`src/rtl/beat_sequencer.sv`:
```
// ---------------------------------------------------------------------------
// beat_sequencer
//
// Purpose:
//   Sequences song playback for the main game datapath. The system clock is
//   divided down to a difficulty-dependent beat period. A short pre-roll
//   countdown runs first. Then a beat index steps through the two edited
//   note lanes. Each beat emits a one-cycle strobe together with the lane
//   bits for that beat. A one-cycle finish pulse follows the last beat.
//   The block follows the game state FSM mode code: it freezes on PAUSE and
//   aborts when the mode leaves RUN/PAUSE.
//
// Ports:
//   clk       in   system clock
//   n_rst     in   synchronous reset, active high (1 = reset)
//   mode      in   state FSM code: 1 IDLE, 2 EDIT, 3 DIFF, 4 RUN, 5 PAUSE, 6 FINISH
//   level     in   difficulty: 0 easy, 1 medium, 2 hard, 3 treated as easy
//   notes1    in   lane 1 pattern, bit i = beat i
//   notes2    in   lane 2 pattern, bit i = beat i
//   beat_clk  out  one-cycle strobe per song beat
//   cd_tick   out  one-cycle strobe per countdown beat
//   counting  out  high while the countdown is running or paused
//   position  out  index of the most recently issued beat
//   note1     out  notes1[position], updated together with beat_clk
//   note2     out  notes2[position], updated together with beat_clk
//   finish    out  one-cycle pulse when the song is complete
//   busy      out  high while a countdown or song is running or paused
// ---------------------------------------------------------------------------
module beat_sequencer #(
   parameter int               SONG_LEN = 32,
   parameter int               DIV_W    = 23,
   parameter logic [DIV_W-1:0] EASY_DIV = 23'd6000000,
   parameter logic [DIV_W-1:0] MED_DIV  = 23'd4000000,
   parameter logic [DIV_W-1:0] HARD_DIV = 23'd2000000,
   parameter int               CD_BEATS = 3
) (
   input  logic                        clk,
   input  logic                        n_rst,
   input  logic [2:0]                  mode,
   input  logic [1:0]                  level,
   input  logic [SONG_LEN-1:0]         notes1,
   input  logic [SONG_LEN-1:0]         notes2,
   output logic                        beat_clk,
   output logic                        cd_tick,
   output logic                        counting,
   output logic [$clog2(SONG_LEN)-1:0] position,
   output logic                        note1,
   output logic                        note2,
   output logic                        finish,
   output logic                        busy
);

   localparam int POS_W = $clog2(SONG_LEN);
   // One extra bit so the index can hold SONG_LEN itself, which marks "all beats issued".
   localparam int IDX_W = POS_W + 1;
   localparam int CD_W  = (CD_BEATS < 2) ? 1 : $clog2(CD_BEATS + 1);

   localparam logic [2:0] MODE_RUN   = 3'd4;
   localparam logic [2:0] MODE_PAUSE = 3'd5;

   typedef enum logic [2:0] {
      S_IDLE,
      S_COUNTDOWN,
      S_CD_HOLD,
      S_PLAY,
      S_HOLD,
      S_DONE
   } state_t;

   state_t              state, state_nxt;
   logic [DIV_W-1:0]    div_cnt, div_nxt;
   logic [DIV_W-1:0]    period, period_nxt;
   logic [CD_W-1:0]     cd_cnt, cd_nxt;
   logic [IDX_W-1:0]    beat_idx, idx_nxt;
   logic [POS_W-1:0]    pos_nxt;
   logic                note1_nxt, note2_nxt;
   logic                beat_nxt, cd_tick_nxt, finish_nxt;
   logic [DIV_W-1:0]    raw_period, level_period;
   logic                terminal;
   logic [DIV_W-1:0]    div_step;

   // Pick the beat period for the requested difficulty. Level 3 has no
   // table entry of its own and plays as easy. Anything below 2 is clamped,
   // so the divider always has a distinct terminal cycle.
   always_comb begin
      raw_period = EASY_DIV;
      case (level)
         2'd1:    raw_period = MED_DIV;
         2'd2:    raw_period = HARD_DIV;
         default: raw_period = EASY_DIV;
      endcase
      level_period = (raw_period < DIV_W'(2)) ? DIV_W'(2) : raw_period;
   end

   // Next-state and next-output logic. Every register holds by default and
   // all strobes default low. The two paused states share their branch with
   // the running state they came from. A RUN sampled while paused is
   // therefore handled exactly like a running cycle, so the divider resumes
   // counting on that same edge. A PAUSE that lands on the terminal cycle
   // leaves div_cnt at period-1. The beat then fires on the first resumed
   // cycle.
   always_comb begin
      state_nxt   = state;
      div_nxt     = div_cnt;
      period_nxt  = period;
      cd_nxt      = cd_cnt;
      idx_nxt     = beat_idx;
      pos_nxt     = position;
      note1_nxt   = note1;
      note2_nxt   = note2;
      beat_nxt    = 1'b0;
      cd_tick_nxt = 1'b0;
      finish_nxt  = 1'b0;

      terminal = (div_cnt == period - 1'b1);
      div_step = terminal ? '0 : div_cnt + 1'b1;

      case (state)
         S_IDLE: begin
            if (mode == MODE_RUN) begin
               period_nxt = level_period;
               div_nxt    = '0;
               cd_nxt     = '0;
               idx_nxt    = '0;
               pos_nxt    = '0;
               note1_nxt  = 1'b0;
               note2_nxt  = 1'b0;
               state_nxt  = (CD_BEATS == 0) ? S_PLAY : S_COUNTDOWN;
            end
         end

         S_COUNTDOWN, S_CD_HOLD: begin
            if (mode == MODE_RUN) begin
               state_nxt = S_COUNTDOWN;
               div_nxt   = div_step;
               if (terminal) begin
                  cd_tick_nxt = 1'b1;
                  cd_nxt      = cd_cnt + 1'b1;
                  if (cd_cnt == CD_W'(CD_BEATS - 1)) begin
                     state_nxt = S_PLAY;
                  end
               end
            end else if (mode == MODE_PAUSE) begin
               state_nxt = S_CD_HOLD;
            end else begin
               state_nxt = S_IDLE;
               pos_nxt   = '0;
               note1_nxt = 1'b0;
               note2_nxt = 1'b0;
            end
         end

         S_PLAY, S_HOLD: begin
            if (mode == MODE_RUN) begin
               state_nxt = S_PLAY;
               div_nxt   = div_step;
               if (terminal) begin
                  if (beat_idx == IDX_W'(SONG_LEN)) begin
                     finish_nxt = 1'b1;
                     state_nxt  = S_DONE;
                  end else begin
                     beat_nxt  = 1'b1;
                     pos_nxt   = beat_idx[POS_W-1:0];
                     note1_nxt = notes1[beat_idx[POS_W-1:0]];
                     note2_nxt = notes2[beat_idx[POS_W-1:0]];
                     idx_nxt   = beat_idx + 1'b1;
                  end
               end
            end else if (mode == MODE_PAUSE) begin
               state_nxt = S_HOLD;
            end else begin
               state_nxt = S_IDLE;
               pos_nxt   = '0;
               note1_nxt = 1'b0;
               note2_nxt = 1'b0;
            end
         end

         S_DONE: begin
            if (mode != MODE_RUN) begin
               state_nxt = S_IDLE;
            end
         end

         default: begin
            state_nxt = S_IDLE;
         end
      endcase
   end

   // State and datapath registers. Reset has priority over everything and
   // clears all outputs and counters.
   always_ff @(posedge clk) begin
      if (n_rst) begin
         state    <= S_IDLE;
         div_cnt  <= '0;
         period   <= '0;
         cd_cnt   <= '0;
         beat_idx <= '0;
         position <= '0;
         note1    <= 1'b0;
         note2    <= 1'b0;
         beat_clk <= 1'b0;
         cd_tick  <= 1'b0;
         finish   <= 1'b0;
      end else begin
         state    <= state_nxt;
         div_cnt  <= div_nxt;
         period   <= period_nxt;
         cd_cnt   <= cd_nxt;
         beat_idx <= idx_nxt;
         position <= pos_nxt;
         note1    <= note1_nxt;
         note2    <= note2_nxt;
         beat_clk <= beat_nxt;
         cd_tick  <= cd_tick_nxt;
         finish   <= finish_nxt;
      end
   end

   // The status flags are decoded directly from the registered state, so
   // they change on the same edge as the state itself.
   assign counting = (state == S_COUNTDOWN) || (state == S_CD_HOLD);
   assign busy     = counting || (state == S_PLAY) || (state == S_HOLD);

endmodule

```
`config.mk`:
```
export PLATFORM = sky130hd
export DESIGN_NAME = beat_sequencer
export DESIGN_NICKNAME = d
export VERILOG_FILES = /design/src/rtl/beat_sequencer.sv
export SDC_FILE = /design/constraint.sdc
export NUM_CORES = 1
export LEC_CHECK = 0
export ABC_AREA = 0
export CORE_MARGIN = 4
export CORE_UTILIZATION = 45
export CTS_CLUSTER_DIAMETER = 200
export DETAILED_ROUTE_END_ITERATION = 16
export PLACE_DENSITY = 0.75
export SYNTH_ARGS = -nofsm -noshare
export SYNTH_HDL_FRONTEND = slang
export SYNTH_SLANG_ARGS = --single-unit
```
`constraint.sdc`:
```
create_clock -name clk -period 3.6 [get_ports clk]
set_input_delay 0.72 -clock clk [delete_from_list [all_inputs] [get_ports clk]]
set_output_delay 0.72 -clock clk [all_outputs]
set_load 0.01 [all_outputs]
```
==> results.json <==
{
  "outcome": "completed",
  "finalSetupTns_ns": 0,
  "drt_iter0_drc": 197,
  "die_area_mm2": 0.00864,
  "insertedDiodeCount": 0,
  "initial_utilization_pct": 47.0,
  "tightest_slew_ns": 0.782,
  "worstHoldStart": "cd_cnt[1]$_SDFFE_PP0P_",
  "clkSinkCount": 50,
  "layout-drive-gt1-share_pct": 9.03,
  "switching_power_mw": 0.278,
  "htree_num_levels": 2,
  "cts_setup_buffers": 0,
  "pin_count": 83,
  "area_growth_pct": 31.0,
  "setup_violations": 0,
  "vias_per_cell": 5.75,
  "avgSynthCellArea_um2": 8.61,
  "max_stage_delay_ns": 0.55,
  "drc": 0,
  "period_share_pct": 83.9,
  "post-route-min-period_ns": 3.02,
  "grt_pass1_wl_um": 15000,
  "yosysTopAreaCellShare_pct": 30.8,
  "synthXorXnorAreaFrac_pct": 2.70,
  "relSlewSlack_pct": 47.7,
  "drtPass1Iterations": 4,
  "synth_edf_count": 0,
  "synthAdderAreaFrac_pct": 4.55,
  "coreArea_mm2": 0.00691,
  "critPathLaunchType": "flop",
  "pwr-share-seq_pct": 52.0,
  "clock.fmax_mhz": 331,
  "synth_ff_type": "dfxtp_1",
  "clock_path_buffers": 2,
  "pwr-share-clk_pct": 32.1,
  "grt_start_max_net_pins": 30,
  "swShare_pct": 25.7,
  "ys_ff_latch": 50,
  "ir_drop_mv": 0.188,
  "synth-simple-area-share_pct": 23.5,
  "wl_um": 9030,
  "path_max_fanout": 12,
  "crit_required_ns": 3.86,
  "cp_cell_sequence": "inv_1 > ha_1 > or3_1 > a222oi_1 > nand4b_1 > nor3_2 > a21boi_1 > or4_1 > a21boi_1",
  "cp_slowest_cell": "or4_1",
  "ant_nets": 0,
  "fill_cells": 614,
  "synth_top_family_by_area": "simple AND/OR/NAND/NOR gates",
  "finalHoldViolCount": 0,
  "cts_hold_buf": 0,
  "synth.area.mux_share_pct": 14.5,
  "numCtsBuffers": 5,
  "cts_resized": 0,
  "dieWidth_um": 92.9,
  "p_per_area_mw_per_mm2": 254,
  "worstReg2RegStart": "period[17]$_SDFFE_PP0P_",
  "fin_nets": 535,
  "port_buffers": 82,
  "p_int_mw": 0.803,
  "final_cell_mix": "82 x clkdlybuf4s50_1, 50 x dfxtp_1, 33 x nand2_1",
  "p_comb_share_pct": 16.0,
  "r2r_end": "beat_idx[5]$_SDFFE_PP0P_",
  "grt.total_usage_pct": 21.6,
  "yosysTopAreaCell": "dfxtp_1",
  "ctsRootBufferMaster": "clkbuf_8",
  "grt_pass1_vias": 2986,
  "seq_area_frac_synth_pct": 30.8,
  "place_congestion": 0.850,
  "dp_hpwl_um": 6950,
  "hold_path.class": "flop to flop",
  "cts_tree": "built",
  "grt_antenna_before_repair": 0,
  "critPathBufInv": 1,
  "globalRouteOverflowTotal": 0,
  "mappedNetlistArea_mm2": 0.00325,
  "vias": 3165,
  "detail_route.wl_per_cell_um": 16.4,
  "final_area_mm2": 0.00425,
  "regToRegSetupSlack_ns": 0.58,
  "clk_pin_slew_ns": 0.10,
  "rsz0062_at_grt": "false",
  "place_area_mm2": 0.00416,
  "synth_compound_area_share_pct": 19.8,
  "hold_depth": 2,
  "layout_commonest_cell": "clkdlybuf4s50_1",
  "syn_nets": 459,
  "r2r_cells": 9,
  "yosysWarnings": 0,
  "critical_path.top_delay_family": "simple AND/OR/NAND/NOR gates",
  "die_y_um": 92.9,
  "cellLeakagePower_nw": 1.40,
  "hold_path_end": "cd_cnt[1]$_SDFFE_PP0P_",
  "ys_types": 53,
  "crit_path_end_kind": "flop",
  "ys_async_sr_fraction_pct": 0,
  "final_max_slew_viol_count": 0,
  "crit_arrival_ns": 3.28,
  "rows": 30,
  "path_common_cell": "a21boi_1",
  "yosys-top-cells-area": "dfxtp_1 31%, mux4_2 13%, a21oi_1 4.5%, o21ai_0 4.3%, ha_1 4.2%",
  "maxCapViolCount": 0,
  "clock_skew_ns": 0.0108,
  "clock_latency_ns": 0.32,
  "synth_cells": 377,
  "path_class": "flop to flop"
}
[worst reg2reg max path, delay by kind of cell (launching register included)]
family | cells | cell delay (ns)
and+or+nand+nor | 4 | 1.36
AOI/OAI and AO/OA | 3 | 0.72
DFF | 1 | 0.47
adders and majority gates | 1 | 0.29
buffers and inverters | 1 | 0.13
[per-layer routing]
| layer | global-route usage, % | vias up | wire [um] |
|---|---|---|---|
| met5 | 0 | - | 0 |
| met4 | 7.94 | 0 | 191 |
| met3 | 3.66 | 18 | 500 |
| met2 | 35.6 | 97 | 4350 |
| met1 | 28.4 | 1482 | 3980 |
| li1 | - | 1568 | - |
[power by group through the flow]
stage          registers, mW  logic (mW)  clock network [mW]
6_report               0.561       0.173               0.346
5_1_grt                0.562       0.188               0.371
4_1_cts                0.561       0.174               0.348
3_5_place_dp           0.574       0.173                   0
3_3_place_gp           0.574       0.169                   0
2_1_floorplan          0.573      0.0763                   0
[worst max path at each step]
stage                               end                     from  depth (start not counted)  slack [ns]
5_1_grt        beat_idx[5]$_SDFFE_PP0P_  period[17]$_SDFFE_PP0P_                          9        0.29
3_5_place_dp         note1$_SDFFE_PP0P_                  mode[0]                          8        0.52
4_1_cts        beat_idx[5]$_SDFFE_PP0P_  period[17]$_SDFFE_PP0P_                          9        0.54
6_report       beat_idx[5]$_SDFFE_PP0P_  period[17]$_SDFFE_PP0P_                          9        0.58
3_3_place_gp   position[0]$_SDFFE_PP0P_                  mode[0]                          8        0.49
2_1_floorplan  div_cnt[16]$_SDFFE_PP0P_  period[17]$_SDFFE_PP0P_                         10        0.91
[through the flow]
stage / worst slack [ns] / hold WS (ns) / util, % / power (mW) / std cells
6_report: 0.581 / 0.471 / 61.6 / 1.08 / 550
5_1_grt: 0.286 / 0.507 / 61.6 / 1.12 / 550
4_1_cts: 0.542 / 0.474 / 61.6 / 1.08 / 550
3_5_place_dp: 0.520 / 0.459 / 60.3 / 0.747 / 542
3_3_place_gp: 0.490 / 0.457 / 60.3 / 0.742 / 542
2_1_floorplan: 0.911 / 0.442 / - / 0.649 / 377
[area by class of cell]
cell class / instances / area (um^2) / area share [%]
Multi-Input combinational cell: 292 / 2110 / 49.6
Sequential cell: 50 / 1000 / 23.5
Timing Repair Buffer: 90 / 881 / 20.7
Tap cell: 96 / 120 / 2.82
Clock buffer: 5 / 68.8 / 1.62
Inverter: 14 / 52.6 / 1.24
Clock inverter: 3 / 21.3 / 0.500
[state kept, by name, indices dropped and copies added (netlist names)]
register / flops
div_cnt: 23
beat_idx: 6
period: 6
position: 5
state: 3
cd_cnt: 2
beat_clk: 1
cd_tick: 1
finish: 1
note1: 1
note2: 1
[cell usage after synthesis (4+ instances only)]
library cell and number:
or4_1 4, nand4_1 5, ha_1 11, mux4_2 19
a211oi_1 6, nand3b_1 6, a21boi_1 4, nor2_1 32
clkbuf_1 16, o21ai_0 28, a22o_1 7, inv_1 14
nand3_1 14, nor3_1 8, dfxtp_1 50, o31ai_1 4
nand2_1 33, xnor2_1 8, and3_1 5, a31oi_1 12
a21oi_1 29, or3_1 11, buf_2 4
[cells by family (layout without fill, tap and decap cells)]
logic type | count (synthesis) | count (layout)
compound gates | 103 | 103
xor+xnor | 10 | 10
fa+ha+maj | 12 | 12
buf+inv | 35 | 112
flops | 50 | 50
mux | 23 | 23
simple gates | 144 | 144
(Power assumes the default switching activity.)
